===== src/rtl/bch_chien_serial.sv =====
// Serial Chien search and correction for BCH(15,7) over GF(2^4) (x^4+x+1).
// The locator is evaluated at alpha^-j for j = 0..14, one point per cycle.
// A root at alpha^-j marks bit j of the codeword as erroneous.
//
// state    | meaning
// ---------+--------------------------------------------------------
// S_IDLE   | waiting for a job; in_ready high once reset has released
// S_SEARCH | 15 evaluation cycles, r_j = 0..14
// S_DONE   | result held on the outputs until out_ready
module bch_chien_serial #(
  parameter int N = 15,
  parameter int M = 4
) (
  input  logic         clk,
  input  logic         rst_n,
  input  logic         in_valid,
  output logic         in_ready,
  input  logic [M-1:0] locator0,
  input  logic [M-1:0] locator1,
  input  logic [M-1:0] locator2,
  input  logic [N-1:0] codeword_in,
  output logic         out_valid,
  input  logic         out_ready,
  output logic [N-1:0] data_out,
  output logic [N-1:0] err_vec,
  output logic [1:0]   err_cnt,
  output logic         uncorrectable
);

  localparam logic [1:0] S_IDLE   = 2'd0;
  localparam logic [1:0] S_SEARCH = 2'd1;
  localparam logic [1:0] S_DONE   = 2'd2;

  localparam logic [3:0] J_LAST = 4'd14;

  // Multiply by alpha^-1 = alpha^3 + 1: a right shift with the dropped
  // bit folded back into bits 3 and 0.
  function automatic logic [3:0] mul_ainv(input logic [3:0] v);
    return {v[0], v[3], v[2], v[1] ^ v[0]};
  endfunction

  // Multiply by alpha^-2, two alpha^-1 steps collapsed into XOR logic.
  function automatic logic [3:0] mul_ainv2(input logic [3:0] v);
    return mul_ainv(mul_ainv(v));
  endfunction

  logic [1:0]   r_state;
  logic         r_in_ready;
  logic [3:0]   r_j;
  logic [M-1:0] r_lam0;
  logic [M-1:0] r_t1;
  logic [M-1:0] r_t2;
  logic [N-1:0] r_cw;
  logic [1:0]   r_deg;
  logic [1:0]   r_cnt;
  logic [N-1:0] r_err;
  logic [N-1:0] r_data_out;
  logic [N-1:0] r_err_vec;
  logic [1:0]   r_err_cnt;
  logic         r_unc;

  logic         w_accept;
  logic [M-1:0] w_s;
  logic         w_hit;
  logic [1:0]   w_cnt_nxt;
  logic [N-1:0] w_err_nxt;
  logic         w_unc;
  logic [1:0]   w_deg_in;

  assign w_accept = in_valid & r_in_ready;

  // Locator value at alpha^-j and the root bookkeeping it feeds.
  always_comb begin
    w_s       = r_lam0 ^ r_t1 ^ r_t2;
    w_hit     = (w_s == '0);
    w_cnt_nxt = r_cnt;
    w_err_nxt = r_err;
    if (w_hit) begin
      w_err_nxt = r_err | (N'(1) << r_j);
      if (r_cnt != 2'd3) w_cnt_nxt = r_cnt + 2'd1;
    end
    w_unc = (r_lam0 == '0) || (w_cnt_nxt != r_deg);
  end

  // Degree of the incoming locator, captured with the job.
  always_comb begin
    w_deg_in = 2'd0;
    if (locator2 != '0)      w_deg_in = 2'd2;
    else if (locator1 != '0) w_deg_in = 2'd1;
  end

  // Job sequencing, search datapath and registered result.
  always_ff @(posedge clk or negedge rst_n) begin
    if (!rst_n) begin
      r_state    <= S_IDLE;
      r_in_ready <= 1'b0;
      r_j        <= '0;
      r_lam0     <= '0;
      r_t1       <= '0;
      r_t2       <= '0;
      r_cw       <= '0;
      r_deg      <= '0;
      r_cnt      <= '0;
      r_err      <= '0;
      r_data_out <= '0;
      r_err_vec  <= '0;
      r_err_cnt  <= '0;
      r_unc      <= 1'b0;
    end else begin
      case (r_state)
        S_IDLE: begin
          r_in_ready <= 1'b1;
          if (w_accept) begin
            r_state    <= S_SEARCH;
            r_in_ready <= 1'b0;
            r_j        <= '0;
            r_lam0     <= locator0;
            r_t1       <= locator1;
            r_t2       <= locator2;
            r_cw       <= codeword_in;
            r_deg      <= w_deg_in;
            r_cnt      <= '0;
            r_err      <= '0;
            r_data_out <= '0;
            r_err_vec  <= '0;
            r_err_cnt  <= '0;
            r_unc      <= 1'b0;
          end
        end
        S_SEARCH: begin
          r_t1  <= mul_ainv(r_t1);
          r_t2  <= mul_ainv2(r_t2);
          r_cnt <= w_cnt_nxt;
          r_err <= w_err_nxt;
          r_j   <= r_j + 4'd1;
          if (r_j == J_LAST) begin
            r_state    <= S_DONE;
            r_unc      <= w_unc;
            r_data_out <= w_unc ? r_cw : (r_cw ^ w_err_nxt);
            r_err_vec  <= w_unc ? '0 : w_err_nxt;
            r_err_cnt  <= (r_lam0 == '0) ? 2'd0 : w_cnt_nxt;
          end
        end
        S_DONE: begin
          if (out_ready) begin
            r_state    <= S_IDLE;
            r_in_ready <= 1'b1;
          end
        end
        default: begin
          r_state    <= S_IDLE;
          r_in_ready <= 1'b0;
        end
      endcase
    end
  end

  assign in_ready      = r_in_ready;
  assign out_valid     = (r_state == S_DONE);
  assign data_out      = r_data_out;
  assign err_vec       = r_err_vec;
  assign err_cnt       = r_err_cnt;
  assign uncorrectable = r_unc;

endmodule


===== config.mk =====
export PLATFORM = sky130hd
export DESIGN_NAME = bch_chien_serial
export DESIGN_NICKNAME = d
export VERILOG_FILES = /design/src/rtl/bch_chien_serial.sv
export SDC_FILE = /design/constraint.sdc
export NUM_CORES = 1
export LEC_CHECK = 0
export ABC_AREA = 1
export CAP_MARGIN = 20
export CORE_MARGIN = 2
export CORE_UTILIZATION = 40
export DETAILED_ROUTE_END_ITERATION = 12
export DONT_BUFFER_PORTS = 1
export PLACE_DENSITY_LB_ADDON = 0.3
export SLEW_MARGIN = 20
export SYNTH_ARGS = -nofsm -noshare
export SYNTH_HDL_FRONTEND = slang
export SYNTH_SLANG_ARGS = --single-unit

===== constraint.sdc =====
create_clock -name clk -period 2.08 [get_ports clk]
set_clock_uncertainty 0.2 [all_clocks]
set_input_delay 0.52 -clock clk [delete_from_list [all_inputs] [get_ports clk]]
set_output_delay 0.52 -clock clk [all_outputs]
set_load 0.005 [all_outputs]

* Yosys cells after proc, flatten, opt, wreduce, memory -nomap -nowiden
Cells that the tools add are included. W data, S select, Z words.
Word-level totals: word-level logic and storage cells 80, register bits 86
Cells by class: eq/ne operators 8, reduce and logical (&&, ||, !) cells 12, add/subtract/negate cells 2, bitwise gates (word level) 9, shifts and indexed selects 1, muxes and demuxes 34
Operators by type and width (number):
- $mux W15 | 6
- $pmux W15 S2 | 3
- $pmux W4 S2 | 3
- $mux W2 | 9
- $or A15 B15 Y15 | 1
- $shl A1 B4 Y15 const A | 1
- $xor A15 B15 Y15 | 1
- $mux W4 | 3
- $logic_not A4 Y1 | 2
- $pmux W2 S2 | 2
- $reduce_bool A4 Y1 | 2
- $xor A4 B4 Y4 | 2
- $ne A2 B2 Y1 const B | 3
- $pmux W2 S3 | 1
- $reduce_and A2 Y1 | 3
- $reduce_and A3 Y1 | 2
- $mux W1 | 5
- $add A4 B1 Y4 const B | 1
- $eq A4 B4 Y1 const B | 1
- $pmux W1 S3 | 1
- $xor A1 B1 Y1 | 3
- $add A2 B1 Y2 const B | 1
- $eq A2 B1 Y1 const B | 1
- $eq A2 B2 Y1 const B | 1
- other kinds (8) | 8

* Longest topological paths before layout
Gate-level depths: netlist (run 1).
word-level depth 9, mapped depth 17

* Worst setup path after synthesis (run 1)
Ideal clock, no wire load.
path kind register to register, start point register r_j[0], end point register r_err_vec[0], in the netlist err_vec[0], path slack 137 ps, data required time 1744 ps, data arrival time 1608 ps, cell stages (with the launch flop) 11, setup time 136 ps, period minus slack after synthesis 1943 ps, cell sequence dfrtp_1 -> inv_1 -> ha_1 -> inv_1 -> nor3_1 -> nor2_1 -> nor2_1 -> inv_1 -> clkbuf_1 -> nand2_1 -> o21ai_0
On the way: word-level cells in the longest chain between the ends 6, elaborated cells on any way between the ends 9
Ends and longest elaborated chain:
- start, declared | RTL line 49 | logic [3:0] r_j;
- start signal, assigned | RTL line 135 | r_j <= r_j + 4'd1;
- $shl A1 B4 Y15 | RTL line 79 | w_err_nxt = r_err | (N'(1) << r_j);
- $or A15 B15 Y15 | RTL line 79
- $mux W15 | RTL line 78 | if (w_hit) begin
- $mux W15 | RTL line 140 | r_err_vec <= w_unc ? '0 : w_err_nxt;
- $mux W15 | RTL line 136 | if (r_j == J_LAST) begin
- $pmux W15 S2 | RTL line 110 | case (r_state)
- end signal, assigned | RTL line 140
- end, declared | RTL line 58 | logic [N-1:0] r_err_vec;
Parallel ways exist; a longest one is shown, timed or not. The select of a mux whose other input is x is not followed. A chain may end at the register's enable or synchronous reset.

* Worst setup path in the final report (run 1)
start point register r_t1[2], end point register r_err_vec[10], in the netlist err_vec[10]
On the way: word-level cells in the longest chain between the ends 9, elaborated cells on any way between the ends 10
Ends and longest elaborated chain:
- start, declared | RTL line 51 | logic [M-1:0] r_t1;
- start signal, assigned | RTL line 118 | r_t1 <= locator1;
- start signal, assigned | RTL line 131 | r_t1 <= mul_ainv(r_t1);
- $xor A4 B4 Y4 * (2 in series) | RTL line 74 | w_s = r_lam0 ^ r_t1 ^ r_t2;
- $logic_not A4 Y1 * | RTL line 75 | w_hit = (w_s == '0);
- $mux W2 | RTL line 78
- $ne A2 B2 Y1 | RTL line 82 | w_unc = (r_lam0 == '0) || (w_cnt_nxt != r_deg);
- $logic_or A1 B1 Y1 | RTL line 82
- $mux W15 * | RTL line 140
- $mux W15 * | RTL line 136
- $pmux W15 S2 * | RTL line 110
Every way passes the cells marked *; elsewhere a longest branch is shown, timed or not. The select of a mux whose other input is x is not followed.

==> qor.csv, run 1 <==
metric,value,unit
placed_cell_area,4457,µm²
gp_congestion,0.8658,
cts_buffer_depth,2,
dieArea,11330,µm²
cp_cell_sequence,"inv_2, nand2_1, nand3_2, nand2_2, nor2_4, nand2_2, nand2_2, nand2_2, nand2_2, nand2_4, nor2_8, buf_12, nand3_1, o21ai_1",
vias,3471,
violations,"hold timing, setup timing",
r2r-start,r_t1[2],
intPower,4.569,mW
ys_seq_area_share,51.25,%
grt_max_degree,87,
routedWlPerCell,15.20,µm
grt_pass1_wl,16850,µm
worst_pin_slew,0.5900,ns
fmax,468.8,MHz
period_needed,2.133,ns
synth-seq-cells,86,
hold_ws,-0.3596,ns
synth_edf_count,0,
path_class,flop to flop,
synth_top_cell_by_area,dfrtp_1,
dp_hpwl,6828,µm
die_w,106.5,µm
min_path_type,input pin to asynchronous set/reset pin,
cts_num_sinks,86,
fill_cells,1028,
clock-root-buffer,clkbuf_8,
netlist_area,4199,µm²
synth.distinct_cells,34,
synth_top_area_share,51.25,%
first_pass_iters,4,
grt_pass1_vias,3360,
layout-drive-gt1-share,19.09,%
ant_nets,0,
io_pins,66,
dr.first_iter.drc_count,220,
power_density,1675,nW/µm²
htreeDepth,3,
dp_slack,-0.01243,ns
power_frac_comb,53.0,%
status,"finished, violations left",
synthToLayoutAreaGrowth,17.13,%
ys.flop_type,dfrtp_1,
initial_core_util,40.86,%
grt_overflow,0,
worstSetupEndpointType,flop,
antennaDiodeCount,0,
syn_area_per_cell,7.953,µm²
setup_violations,21,
fin_area,4918,µm²
seqPwrFrac,33.9,%
crit_family,simple AND/OR/NAND/NOR gates,
final_cell_mix,"nand2_1, dfrtp_1, inv_1",
clock_power_share,13.1,%
drc,0,
die_h,106.5,µm
numPortBuffers,0,
p_leak,2.448,nW
path_max_fanout,21,
cp.arrival,2.23,ns
finalCritPeriodShare,102.6,%
syn-instance-count,528,
cts_inserted_buffers,9,
design.core.area,10280,µm²
switching_share,44.55,%
cts_tree,done,
slew_violations,0,
ys_top_cells_by_area,"dfrtp_1, nand2_1, o21ai_0",
yosysWarnings,0,
critPathLaunchType,flop,
async_reset_ff_share,100.0,%
cp_slowest_stage_delay,0.43,ns
crit_buf_inv,2,
rsz0062_at_grt,yes,
antenna_found_initial,0,
final_common_cell,nand2_1,
track_usage,18.87,%
maxSlewHeadroom,60.62,%
switchingPower,3.671,mW
final-hold-violation-count,86,
final_nets,582,
ir_drop,0.6526,mV
synth_nets,565,
worstSkewPairLatency,0.37,ns
path_common_cell,nand2_2,
rows,37,
viasPerCell,5.060,
path_clk_slew,0.08,ns
critPathLaunch,r_t1[2],
routed_wl,10420,µm
slowest_stage,dfrtp_1,
max_cap_violations,0,
layout_setup_ws,-0.05324,ns
tns,-0.6108,ns
worst_ep_required_time,2.18,ns
layout make-up:
| cell class | count | area (µm²) | area share, % |
|---|---|---|---|
| flip-flops and latches | 86 | 2152 | 43.75 |
| clock buffers | 13 | 148.9 | 3.027 |
| multi-input cells | 355 | 1872 | 38.06 |
| well taps | 136 | 170.2 | 3.460 |
| repair buffers | 29 | 315.3 | 6.411 |
| clock inverters | 3 | 20.02 | 0.4070 |
| inverters | 64 | 240.2 | 4.884 |
registers in the layout, summed over array words and instances, names as in the netlist:
signal and flops:
r_lam0 4, r_err 15, r_t2 4, data_out 15, err_cnt 2, r_t1 4
r_deg 2, in_ready 1, r_state 2, uncorrectable 1, err_vec 15, r_cnt 2
r_j 4, r_cw 15
kinds of logic (layout without fill, tap and decap cells):
family	count (synthesis)	after routing	share of synthesized area (%)
fa+ha+maj	6	6	1.788
compound gates	108	108	13.59
flops	86	86	51.25
simple gates	240	240	24.31
buf+inv	87	109	8.849
xor+xnor	1	1	0.2086
through the flow:
stage          std cells  power [mW]  util [%]
5_1_grt              686       8.928     47.86
3_3_place_gp         661       6.279     43.36
6_report             686       8.240     47.86
4_1_cts              677       7.466     45.06
2_1_floorplan        528       5.396         -
3_5_place_dp         661       6.351     43.36
Yosys cell counts, drive strengths merged, types with 3 or more instances:
cell type	count
nor3	13
ha	6
o21ai	58
nor4	3
buf	9
nand2	168
a21oi	38
inv	63
a22oi	4
clkbuf	14
nor2	26
dfrtp	86
nand3	27
worst reg2reg max path, stage by stage (launching register included):
cell and delay [ns]:
dfrtp_1 0.43, inv_2 0.08, nand2_1 0.07, nand3_2 0.08, nand2_2 0.06, nor2_4 0.16
nand2_2 0.09, nand2_2 0.08, nand2_2 0.06, nand2_2 0.08, nand2_4 0.07, nor2_8 0.19
buf_12 0.19, nand3_1 0.11, o21ai_1 0.12
per-layer routing:
metal | share of wire [%] | vias up | GRT usage [%]
li1 | - | 1716 | -
met3 | 4.3 | 10 | 3.740
met4 | 1.4 | 0 | 7.514
met5 | 0 | - | 0
met2 | 48 | 65 | 29.76
met1 | 46 | 1680 | 25.57
timing repair:
item | CTS | global route
cloned | 0 | 2
gates resized for setup | 1 | 55
buffers inserted | 0 | 7
endpoints found under the hold margin | 86 | 86
pin swaps | 0 | 8
setup endpoints to repair | 13 | 34
worst paths after layout:
check                      slack [ns]     endpoint  cells past startpoint
max                             -0.05  err_vec[10]                     14
min reg2reg                      0.29    r_err[14]                      2
min                             -0.36      r_t1[0]                      0
max reg2reg                     -0.05  err_vec[10]                     14
min in group clk                 0.07      r_cw[8]                      2
max in group asynchronous        1.87  data_out[0]                      0
power groups by stage:
stage               clock network [mW]  logic [mW]  registers [mW]
detailed placement                   0        3.54            2.81
finish                            1.08        4.37            2.80
global route                      1.17        4.88            2.87
global placement                     0        3.49            2.79
CTS                               1.11        3.58            2.78
floorplan                            0        2.71            2.69
(Power assumes the default switching activity.)
==> inputs of run 2 (changes only) <==
--- a/config.mk
+++ b/config.mk
@@ -13,4 +13,5 @@
 export DONT_BUFFER_PORTS = 1
 export PLACE_DENSITY_LB_ADDON = 0.3
+export REMOVE_ABC_BUFFERS = 1
 export SLEW_MARGIN = 20
 export SYNTH_ARGS = -nofsm -noshare
==> constraint.sdc (replaced) <==
create_clock -name clk -period 2.08 [get_ports clk]
set_clock_uncertainty 0.2 [all_clocks]
set_input_delay 0.208 -clock clk [delete_from_list [all_inputs] [get_ports clk]]
set_output_delay 0.208 -clock clk [all_outputs]
set_load 0.005 [all_outputs]
==> run 2 against run 1 <==
Net effect: the flow still finishes with violations (hold timing, setup timing); critical endpoint is now data_out[8]; sequential share of layout area is 1.9 points lower; clock power about the same; highest routed layer unchanged; via count rose by 3.5%; power decreased by 1.2%; cell area grew 4.7%; combinational power shrank 2%.
==> qor.csv, run 2 (synthesis gave the netlist of run 1 again) <==
metric,value,unit,change
wl_met1,4552,µm,was 4798 µm
cts_tree,done,,unchanged
hold_ws,-0.6644,ns,was -0.3596 ns
clock-root-buffer,clkbuf_8,,unchanged
grt_pass1_wl,16440,µm,was 16850 µm
rows,37,,unchanged
final_nets,611,,was 582
status,"finished, violations left",,unchanged
max_cap_violations,0,,unchanged
dr.first_iter.drc_count,168,,was 220
critPathLaunchType,flop,,unchanged
crit_family,simple AND/OR/NAND/NOR gates,,unchanged
numPortBuffers,0,,unchanged
cts_num_sinks,86,,unchanged
cp_slowest_stage_delay,0.39,ns,was 0.43 ns
die_h,106.5,µm,unchanged
ir_drop,0.7294,mV,was 0.6526 mV
grt_pass1_vias,3374,,was 3360
path_clk_slew,0.08,ns,about the same
path_max_fanout,20,,was 21
intPower,4.578,mW,was 4.569 mW
rr_endpoint,data_out[8],,was err_vec[10]
final-hold-violation-count,86,,unchanged
fmax,466.2,MHz,was 468.8 MHz
route.met2.wl,4923,µm,was 5039 µm
ctsHoldBuffers,29,,
switchingPower,3.559,mW,was 3.671 mW
fin_util,50.09,%,was 47.86%
drc,0,,unchanged
maxSlewHeadroom,63.22,%,was 60.62%
track_usage,18.27,%,was 18.87%
period_needed,2.145,ns,was 2.133 ns
crit_cells,16,,was 14
grt_overflow,0,,unchanged
highest_layer,met4,,unchanged
final_common_cell,nand2_1,,unchanged
reg2reg_slack,-0.07,ns,was -0.05 ns
io_pins,66,,unchanged
worst_pin_slew,0.5466,ns,was 0.5900 ns
path_class,flop to flop,,unchanged
finalCritPeriodShare,103.1,%,was 102.6%
final_cell_mix,"nand2_1, dfrtp_1, inv_1",,unchanged
viasPerCell,5.022,,was 5.060
vias,3591,,was 3471
synthToLayoutAreaGrowth,22.59,%,was 17.13%
setup_violations,27,,was 21
slowest_stage,dfrtp_1,,unchanged
cp.arrival,2.25,ns,was 2.23 ns
worstSetupEndpointType,flop,,unchanged
routedWlPerCell,14.34,µm,was 15.20 µm
crit_buf_inv,3,,was 2
clock_power_share,13.2,%,was 13.1%
min_path_type,input pin to asynchronous set/reset pin,,unchanged
r2r-start,r_lam0[2],,was r_t1[2]
fill_cells,966,,was 1028
antenna_found_initial,0,,unchanged
worst_ep_required_time,2.18,ns,about the same
power.total,8.137,mW,was 8.240 mW
power_density,1581,nW/µm²,was 1675 nW/µm²
violations,"hold timing, setup timing",,unchanged
seqPwrFrac,34.4,%,was 33.9%
power_frac_comb,52.4,%,was 53.0%
cts_inserted_buffers,9,,unchanged
p_leak,2.536,nW,was 2.448 nW
die_w,106.5,µm,unchanged
ant_nets,0,,unchanged
layout_setup_ws,-0.06520,ns,was -0.05324 ns
rsz0062_at_grt,yes,,unchanged
initial_core_util,40.86,%,unchanged
dieArea,11330,µm²,unchanged
first_pass_iters,4,,unchanged
antennaDiodeCount,0,,unchanged
grt_max_degree,87,,unchanged
slew_violations,0,,unchanged
reg2regPathDepth,16,,was 14
dp_slack,0.001419,ns,was -0.01243 ns
gp_congestion,0.8654,,was 0.8658
cp_cell_sequence,"buf_4, nand2_2, nand3_2, nand2_2, nor2_4, nand2_2, buf_4, nand2_2, nand3_1, nand3_2, nor2_8, buf_12, nand2_1, nand2_1, nand2_1, nand2_1",,"was inv_2, nand2_1, nand3_2, nand2_2, nor2_4, nand2_2, nand2_2, nand2_2, nand2_2, nand2_4, nor2_8, buf_12, nand3_1, o21ai_1"
worstSkewPairLatency,0.36,ns,was 0.37 ns
switching_share,43.74,%,was 44.55%
dp_hpwl,6570,µm,was 6828 µm
met3WireLength,557,µm,was 444 µm
layout-drive-gt1-share,16.75,%,was 19.09%
cts_buffer_depth,2,,unchanged
routed_wl,10250,µm,was 10420 µm
htreeDepth,3,,unchanged
design.core.area,10280,µm²,unchanged
==> run 2: changes by cell type in the layout (fill, tap and decap cells not counted), sizes merged <==
cell / change
clkinv: +3
clkinvlp: -1
clkbuf: -2
dlygate4sd3: +29
==> run 2: metal layers <==
layer,up-vias,track usage [%]
met3,21,5.150
met5,-,0
met2,95,28.43
met1,1690,24.25
met4,0,6.957
li1,1785,-
==> run 2: repair_timing <==
action	4_1_cts	5_1_grt
setup buffers	0	8
pin swaps	0	8
endpoints found under the setup margin	2	35
gates resized for setup	1	39
gates cloned	0	2
hold endpoints to repair	117	86
==> run 2: worst max path at each step <==
stage | startpoint | endpoint | slack [ns]
after global placement | r_lam0[2] | err_vec[1] | 0.07
after global routing | r_t1[2] | data_out[3] | -0.20
after floorplan | r_state[0] | r_deg[0] | -1.43
final | r_lam0[2] | data_out[8] | -0.07
after detailed placement | r_lam0[2] | err_vec[1] | 0.001
after CTS | r_lam0[2] | err_vec[1] | 0.02
==> run 2: power groups by stage <==
stage / Combinational, mW / Sequential, mW / Clock [mW]
final: 4.27 / 2.80 / 1.07
after detailed placement: 3.47 / 2.81 / 0
after global placement: 3.34 / 2.80 / 0
after CTS: 3.55 / 2.79 / 1.11
after floorplan: 2.35 / 2.72 / 0
after global routing: 4.80 / 2.89 / 1.18
==> run 2: final cells by class <==
class | count | area (µm²) | share of cell area, %
Sequential cell | 86 | 2153 | 41.83
Multi-Input combinational cell | 355 | 1814 | 35.25
Timing Repair Buffer | 58 | 593.1 | 11.52
Inverter | 64 | 240.2 | 4.667
Tap cell | 136 | 170.2 | 3.306
Clock buffer | 11 | 141.4 | 2.747
Clock inverter | 5 | 35.03 | 0.6806
==> run 2: per-stage QoR <==
stage / area, µm² / setup TNS [ns] / cells / hold slack (ns)
4_1_cts: 4911 / 0 / 705 / -0.6865
3_5_place_dp: 4439 / 0 / 660 / -0.2865
5_1_grt: 5147 / -4.767 / 715 / -0.6953
3_3_place_gp: 4439 / 0 / 660 / -0.2856
2_1_floorplan: 4068 / -62.94 / 505 / -0.2876
6_report: 5147 / -1.036 / 715 / -0.6644
==> run 2: worst register-to-register path, stage by stage (launching register included) <==
cell,delay [ns]
dfrtp_1,0.39
buf_4,0.15
nand2_2,0.07
nand3_2,0.10
nand2_2,0.10
nor2_4,0.05
nand2_2,0.09
buf_4,0.12
nand2_2,0.05
nand3_1,0.08
nand3_2,0.12
nor2_8,0.19
buf_12,0.18
nand2_1,0.07
nand2_1,0.06
nand2_1,0.05
nand2_1,0.06
==> inputs of run 3 (changes only) <==
Settings changed: MAX_ROUTING_LAYER set to met4.
==> run 3 against run 2 <==
Net effect: the run still ends with hold timing, setup timing left; clock power up 23%; utilization rose by 1.4 points; highest routed layer unchanged; register-to-register slack got worse by 0.08 ns; hold slack hardly changed; maximum frequency decreased by 3.6%; sequential power about the same; via count shrank 0.70%; first-iteration DRC count is 30% higher; setup slack worse by 0.081 ns; non-clock buffer count rose by 1; sequential cell count did not move.
==> qor.csv, run 3 (synthesis gave the netlist of run 1 again) <==
metric,value,unit,change
status,"finished, violations left",,unchanged
violations,"hold timing, setup timing",,unchanged
met2_usage,30.17,%,was 28.43%
critPathLaunchType,flop,,unchanged
met3_usage,4.292,%,was 5.150%
io_pins,66,,unchanged
layout-drive-gt1-share,18.28,%,was 16.75%
finalCritPeriodShare,107.0,%,was 103.1%
maxSlewHeadroom,70.58,%,was 63.22%
use_met1,24.16,%,was 24.25%
cts_tree,done,,unchanged
cts_num_sinks,86,,unchanged
dp_hpwl,6772,µm,was 6570 µm
final_cell_mix,"nand2_1, dfrtp_1, inv_1",,unchanged
reg2reg_slack,-0.15,ns,was -0.07 ns
viasPerCell,4.980,,was 5.022
cp_cell_sequence,"inv_2, nand2_2, nand3_1, nand2_2, nor2_4, nand2_2, nand2_2, nand2_2, nand2_2, nand2_4, nor2_8, clkbuf_16, nand3_2, o21ai_1",,"was buf_4, nand2_2, nand3_2, nand2_2, nor2_4, nand2_2, buf_4, nand2_2, nand3_1, nand3_2, nor2_8, buf_12, nand2_1, nand2_1, nand2_1, nand2_1"
antennaDiodeCount,0,,unchanged
r2r-start,r_t1[3],,was r_lam0[2]
min_path_type,input pin to asynchronous set/reset pin,,unchanged
grt_pass1_wl,16760,µm,was 16440 µm
fill_cells,990,,was 966
max_cap_violations,0,,unchanged
period_needed,2.226,ns,was 2.145 ns
htreeDepth,3,,unchanged
slew_violations,0,,unchanged
final_common_cell,nand2_1,,unchanged
power_density,1680,nW/µm²,was 1581 nW/µm²
reg2regPathDepth,14,,was 16
clock-root-buffer,clkbuf_8,,unchanged
vias,3566,,was 3591
final-hold-violation-count,86,,unchanged
cp_slowest_stage_delay,0.43,ns,was 0.39 ns
tns,-3.082,ns,was -1.036 ns
path_max_fanout,7,,was 20
worst_ep_required_time,2.16,ns,was 2.18 ns
slowest_stage,dfrtp_1,,unchanged
crit_cells,14,,was 16
dieArea,11330,µm²,unchanged
hold_ws,-0.6639,ns,was -0.6644 ns
antenna_found_initial,0,,unchanged
die_w,106.5,µm,unchanged
dr.first_iter.drc_count,219,,was 168
rsz0062_at_grt,yes,,unchanged
numPortBuffers,0,,unchanged
grt_overflow,0,,unchanged
routed_wl,10520,µm,was 10250 µm
cts_inserted_buffers,9,,unchanged
path_common_cell,nand2_2,,
ctsHoldBuffers,29,,unchanged
track_usage,19.08,%,was 18.27%
grt_pass1_vias,3519,,was 3374
initial_core_util,40.86,%,unchanged
worstSkewPairLatency,0.35,ns,was 0.36 ns
design.core.area,10280,µm²,unchanged
cp.arrival,2.31,ns,was 2.25 ns
routedWlPerCell,14.69,µm,was 14.34 µm
dp_slack,-0.02478,ns,was 0.001419 ns
crit_buf_inv,2,,was 3
ir_drop,0.7769,mV,was 0.7294 mV
worstSetupEndpointType,flop,,unchanged
critPathLaunch,r_t1[3],,was r_lam0[2]
layout_setup_ws,-0.1461,ns,was -0.06520 ns
worst_pin_slew,0.4373,ns,was 0.5466 ns
gp_congestion,0.8780,,was 0.8654
synthToLayoutAreaGrowth,25.89,%,was 22.59%
setup_violations,31,,was 27
final_nets,612,,was 611
grt_max_degree,87,,unchanged
top_usage_layer,met2,,unchanged
endpoint,err_vec[14],,was data_out[8]
die_h,106.5,µm,unchanged
path_class,flop to flop,,unchanged
crit_family,simple AND/OR/NAND/NOR gates,,unchanged
path_clk_slew,0.09,ns,was 0.08 ns
rows,37,,unchanged
drc,0,,unchanged
fmax,449.2,MHz,was 466.2 MHz
cts_buffer_depth,2,,unchanged
first_pass_iters,6,,was 4
rr_endpoint,err_vec[14],,was data_out[8]
p_leak,2.581,nW,was 2.536 nW
ant_nets,0,,unchanged
## run 3: how the worst min path moves through the flow
stage | from | to | cells past startpoint
floorplan | rst_n | data_out[0] | 0
global placement | rst_n | r_lam0[3] | 0
detailed placement | rst_n | r_t1[3] | 0
CTS | rst_n | data_out[8] | 0
global route | rst_n | data_out[5] | 0
finish | rst_n | r_lam0[3] | 0
## run 3: area by class of cell
cell class	count	area, µm²	share of cell area, %
multi-input cells	355	1861	35.20
well taps	136	170.2	3.219
repair buffers	59	639.4	12.09
flip-flops and latches	86	2153	40.73
clock inverters	6	95.09	1.799
clock buffers	10	127.6	2.414
inverters	64	240.2	4.544
## run 3: power by group
| part | internal [mW] | switching, mW |
|---|---|---|
| sequential | 2.34 | 0.459 |
| combinational | 2.04 | 2.72 |
| clock | 0.687 | 0.635 |
## run 3: per-layer routing
layer / up-vias / wire (µm)
met2: 72 / 5081
met1: 1693 / 4768
li1: 1786 / -
met5: - / 0
met3: 15 / 494
met4: 0 / 176
## run 3: what timing repair did
action                                  4_1_cts  5_1_grt
setup buffers                                 0        6
pin swaps                                     0       23
hold endpoints to repair                    117       86
gates cloned                                  0        5
endpoints found under the setup margin       11       34
resized for setup                             1       50
## run 3: per-stage QoR
step	utilization [%]	total power, mW	cells	cell area [µm²]
global route	51.44	9.593	716	5286
floorplan	-	5.063	505	4068
CTS	48.23	7.706	705	4957
detailed placement	43.19	6.299	660	4439
global placement	43.19	6.149	660	4439
finish	51.44	8.879	716	5286
